**config.mk**
```make
export PLATFORM = sky130hd
export DESIGN_NAME = threshold_monitor
export DESIGN_NICKNAME = d
export VERILOG_FILES = /design/src/rtl/threshold_monitor.sv
export SDC_FILE = /design/constraint.sdc
export NUM_CORES = 1
export LEC_CHECK = 0
export ABC_CLOCK_PERIOD_IN_PS = 4600
export CORE_MARGIN = 4
export CORE_UTILIZATION = 40
export CTS_CLUSTER_DIAMETER = 50
export DETAILED_ROUTE_END_ITERATION = 8
export GPL_TIMING_DRIVEN = 0
export HOLD_SLACK_MARGIN = 0.02
export SLEW_MARGIN = 10
export SYNTH_ARGS = -nofsm -noshare
export SYNTH_HDL_FRONTEND = slang
export SYNTH_SLANG_ARGS = --single-unit
export TNS_END_PERCENT = 30
```
**constraint.sdc**
```tcl
create_clock -name clk -period 4.6 [get_ports clk]
set_clock_uncertainty 0.1 [all_clocks]
set_input_delay 0.46 -clock clk [delete_from_list [all_inputs] [get_ports clk]]
set_output_delay 0.46 -clock clk [all_outputs]
set_load 0.02 [all_outputs]
```
**src/rtl/threshold_monitor.sv**
```systemverilog
// rtl/threshold_monitor.sv - streaming threshold monitor with persistence filter, hysteresis and alarm FSM
//
// Purpose:
//   Compares each accepted sample against programmable high/low thresholds.
//   A run of PERSIST consecutive out-of-band samples enters an alarm state.
//   The alarm is left only once the sample is back inside the band by HYST LSBs.
//
// Ports:
//   clk         clock, rising edge
//   rst         synchronous active-high reset
//   din_valid   sample qualifier
//   din         unsigned sample
//   thr_hi      high threshold, sampled with din
//   thr_lo      low threshold, sampled with din
//   in_range    state is NORMAL
//   alarm_hi    state is HIGH
//   alarm_lo    state is LOW
//   cfg_err     last accepted sample had thr_lo > thr_hi
//   dout_valid  one-cycle pulse after each accepted sample
//   evt         one-cycle pulse on every state change
//   evt_code    state entered (0=INIT 1=NORMAL 2=HIGH 3=LOW), held between events
module threshold_monitor #(
  parameter int WIDTH   = 4,
  parameter int PERSIST = 3,
  parameter int HYST    = 2
) (
  input  logic             clk,
  input  logic             rst,
  input  logic             din_valid,
  input  logic [WIDTH-1:0] din,
  input  logic [WIDTH-1:0] thr_hi,
  input  logic [WIDTH-1:0] thr_lo,
  output logic             in_range,
  output logic             alarm_hi,
  output logic             alarm_lo,
  output logic             cfg_err,
  output logic             dout_valid,
  output logic             evt,
  output logic [1:0]       evt_code
);

  localparam int CW = $clog2(PERSIST + 1);
  localparam logic [CW-1:0]  PERSIST_C = CW'(PERSIST);
  localparam logic [WIDTH:0] HYST_X    = (WIDTH + 1)'(HYST);

  // Encoding equals the evt_code values so the entered state is reported directly.
  typedef enum logic [1:0] {
    S_INIT   = 2'd0,
    S_NORMAL = 2'd1,
    S_HIGH   = 2'd2,
    S_LOW    = 2'd3
  } state_t;

  state_t        state_q, state_d;
  logic [CW-1:0] hi_cnt_q, hi_cnt_d;
  logic [CW-1:0] lo_cnt_q, lo_cnt_d;
  logic          in_range_q, alarm_hi_q, alarm_lo_q;
  logic          cfg_err_q, dout_valid_q, evt_q;
  logic [1:0]    evt_code_q;

  logic          cfg_bad, gt, lt, exit_hi, exit_lo;
  logic [CW-1:0] hi_inc, lo_inc, hi_nxt, lo_nxt;

  always_comb begin
    cfg_bad = thr_lo > thr_hi;
    // An illegal threshold pair qualifies nothing, which also clears both counters.
    gt      = !cfg_bad && (din > thr_hi);
    lt      = !cfg_bad && (din < thr_lo);
    // One extra bit so din + HYST and thr_lo + HYST cannot wrap.
    exit_hi = ({1'b0, din} + HYST_X) <= {1'b0, thr_hi};
    exit_lo = {1'b0, din} >= ({1'b0, thr_lo} + HYST_X);

    hi_inc  = (hi_cnt_q == PERSIST_C) ? PERSIST_C : hi_cnt_q + CW'(1);
    lo_inc  = (lo_cnt_q == PERSIST_C) ? PERSIST_C : lo_cnt_q + CW'(1);
    hi_nxt  = gt ? hi_inc : '0;
    lo_nxt  = lt ? lo_inc : '0;

    state_d = state_q;
    if (!cfg_bad) begin
      case (state_q)
        S_INIT, S_NORMAL: begin
          if (hi_nxt == PERSIST_C)      state_d = S_HIGH;
          else if (lo_nxt == PERSIST_C) state_d = S_LOW;
          else                          state_d = S_NORMAL;
        end
        S_HIGH:  if (exit_hi) state_d = S_NORMAL;
        S_LOW:   if (exit_lo) state_d = S_NORMAL;
        default: state_d = S_INIT;
      endcase
    end

    // The counter of the active alarm direction is parked at zero while in that alarm.
    hi_cnt_d = (state_d == S_HIGH) ? '0 : hi_nxt;
    lo_cnt_d = (state_d == S_LOW)  ? '0 : lo_nxt;
  end

  always_ff @(posedge clk) begin
    if (rst) begin
      state_q      <= S_INIT;
      hi_cnt_q     <= '0;
      lo_cnt_q     <= '0;
      in_range_q   <= 1'b0;
      alarm_hi_q   <= 1'b0;
      alarm_lo_q   <= 1'b0;
      cfg_err_q    <= 1'b0;
      dout_valid_q <= 1'b0;
      evt_q        <= 1'b0;
      evt_code_q   <= 2'd0;
    end else if (din_valid) begin
      state_q      <= state_d;
      hi_cnt_q     <= hi_cnt_d;
      lo_cnt_q     <= lo_cnt_d;
      in_range_q   <= (state_d == S_NORMAL);
      alarm_hi_q   <= (state_d == S_HIGH);
      alarm_lo_q   <= (state_d == S_LOW);
      cfg_err_q    <= cfg_bad;
      dout_valid_q <= 1'b1;
      evt_q        <= (state_d != state_q);
      if (state_d != state_q) evt_code_q <= state_d;
    end else begin
      dout_valid_q <= 1'b0;
      evt_q        <= 1'b0;
    end
  end

  assign in_range   = in_range_q;
  assign alarm_hi   = alarm_hi_q;
  assign alarm_lo   = alarm_lo_q;
  assign cfg_err    = cfg_err_q;
  assign dout_valid = dout_valid_q;
  assign evt        = evt_q;
  assign evt_code   = evt_code_q;

endmodule

```
==> impl_metrics.ini <==
[global_routing]
grt-busiest-layer = met2
grt_util_met3 = 0.0374
grt_pass1_vias = 1109
antenna_found_initial = 0
met1_usage = 0.187
globalRouteTotalUtil = 0.145
grt_start_max_net_pins = 11
use_met2 = 0.244
grt_overflow = 0
grt_pass1_wl_um = 4950

[layout]
multi_input_area_sq_um = 982
layout-drive-gt1-share = 0.150
seq_area_sq_um = 280
syn_to_final_growth_pct = 21.7
fillCellCount = 299
antenna_cells = 0
fin_util = 0.522
fin_nets = 203

[detailed_routing]
drt_iter0_markers = 47
ant_nets = 0
drc_errors = 0
drtPass1Iterations = 4
dr_total_vias = 1153
avgViaCountPerCell = 5.46
routed_wl_um = 3010
post_drt_wl_per_cell_um = 14.2

[logic_synthesis]
yosysMostFrequentCell = ha_1
synth_cells = 143
ys_types = 54
syn-num-nets = 178
yosysTopAreaCell = dfxtp_1
ys_top_cells_by_area = dfxtp_1, ha_1, inv_1
syn_area_sq_mm = 0.00134
synth_top_area_share = 0.209
synthArstFlopShare = 0
yosysWarnings = 0
synth-main-ff-cell = dfxtp_1
synth_edf_count = 0
seq_area_frac_synth = 0.209
synth.avg_cell_area_sq_um = 9.39
ys_top_cells_by_count = ha_1, inv_1, dfxtp_1, a21oi_1
ys_ff_latch = 14

[floorplan]
start_util = 0.429
row_count = 20
die_y_um = 65.9
die_area_sq_mm = 0.00435
core_area_sq_mm = 0.00313
die_w_um = 65.9
io_pins = 23

[clocking]
htreeDepth = 1
clock_path_buffers = 2
numCtsBuffers = 3
postCtsResizedCells = 0
cts_sinks = 14
cts_tree = yes
cts.reportedPaths.clkPinSlew_ns = 0.09
root_buffer = clkbuf_4
cts_hold_buf = 0
cts_setup_buffers = 0
clock_latency_ns = 0.29

[worst_setup_path]
path_common_cell = ha_1
end_kind = flop
worst_r2r_path_depth = 5
rr_endpoint = hi_cnt_q[0]
reg2reg_slack_ns = 2.68
cpPeakStageDelay_ns = 0.55
cp.depth = 10
worst_path_max_delay_cell = clkdlybuf4s50_1
criticalPathCategory = primary input to flop
timing.rr.start = state_q[0]
worstPathArrival_ns = 2.92
worst-path-buf-inv = 1
cp_top_family = compound AO/OA/AOI/OAI gates
cp_data_required_time_ns = 4.67
crit_fanout = 6
path_cells = clkdlybuf4s50_1 > ha_1 > xor2_1 > ha_1 > a21o_1 > a211oi_1 > o21ai_1 > a311oi_2 > a21bo_1 > a21oi_1
critPathLaunchType = primary input

[timing]
fin_tns_setup_ns = 0
hold_violations = 0
maxSlewViolCount = 0
worst_pin_slew_ns = 0.552
min_period_ns = 2.84
setup-violations-final = 0
post-route-period-util = 0.618
rsz0062_at_grt = false
slew_headroom = 0.631
fmax_mhz = 352

[power_and_ir_drop]
p_leak_uw = 0.000685
p_total_uw = 345
powerDensity_mw_per_mm2 = 211
ir_drop_mv = 0.189

[placed_design]
globalplace.congestion = 0.752
io_buffers = 20
hpwl_um = 2450

[min_path]
min_path_type = primary input to flop
holdCritStartpoint = rst
min_path_cells = 2
holdPathEnd = evt_code[1]

[outcome]
status = completed

[run]
cap_violations = 0
## worst reg2reg max path: stages (launching register included)
cell	delay, ns
dfxtp_1	0.50
and2b_4	0.24
a22oi_1	0.13
nand3b_1	0.11
a2111oi_2	0.57
a22o_1	0.21
## through the flow
stage,worst slack (ns),cells,cell area [sq um],hold WS [ns]
finish,1.76,211,1630,0.362
global route,1.65,211,1630,0.377
CTS,1.76,211,1630,0.360
detailed placement,1.49,207,1600,0.352
global placement,1.52,207,1600,0.342
floorplan,2.30,143,1340,0.332
## registers in the layout, indices dropped and copies added, names as in the netlist, 2 cells and up
signal	cells
state_q	2
hi_cnt_q	2
lo_cnt_q	2
evt_code	2
## layer usage
metal / up-vias / wire (um)
li1: 584 / -
met1: 548 / 1460
met2: 19 / 1440
met3: 2 / 90
met4: 0 / 20
met5: - / 0
## kinds of logic (layout without fill, tap and decap cells)
family	count (synthesis)	count (layout)	synth area share
AO/OA/AOI/OAI	46	46	0.341
AND/OR/NAND/NOR	40	40	0.176
adder cells (fa/ha/maj)	20	20	0.186
buffers and inverters	19	43	0.0596
flip-flops	14	14	0.209
XOR/XNOR	2	2	0.0130
multiplexers	2	2	0.0149
## layout by cell type, fill, tap and decap left out, types with 2 or more instances in the layout
cell type	synthesis	routed
mux2i_1	2	2
clkbuf_4	0	3
o22ai_2	2	2
nand3b_1	2	2
nor2_1	7	7
nor2b_1	3	3
a21o_1	3	3
nand4b_1	2	2
o21ai_1	3	3
a311oi_4	2	2
a21oi_1	8	8
clkdlybuf4s50_1	0	20
nand4_1	2	2
dfxtp_1	14	14
nand3_1	2	2
ha_1	20	20
o211ai_1	2	2
a211oi_1	4	4
a22o_1	2	2
nand2_1	7	7
and3_1	2	2
nand2b_1	5	5
inv_1	16	16
## power breakdown
group / switching [uW] / internal, uW
Clock: 43.1 / 48.2
Combinational: 66.9 / 54.9
Sequential: 4.69 / 127
Total: 115 / 230
## final cells by class
class,count,area share
Clock buffer,4,0.0222
Sequential cell,14,0.172
Tap cell,44,0.0337
Timing Repair Buffer,20,0.123
Multi-Input combinational cell,110,0.601
Inverter,16,0.0368
Buffer,3,0.0123
## worst max-delay path by stage
stage	start	to	slack, ns
6_report	din[1]	evt_code[0]	1.76
5_1_grt	din[1]	alarm_lo	1.65
4_1_cts	din[1]	evt_code[0]	1.76
3_5_place_dp	din[1]	evt_code[0]	1.49
3_3_place_gp	din[1]	evt_code[0]	1.52
2_1_floorplan	din[1]	evt_code[0]	2.30
Note: power is estimated with default switching activity, not from simulation.
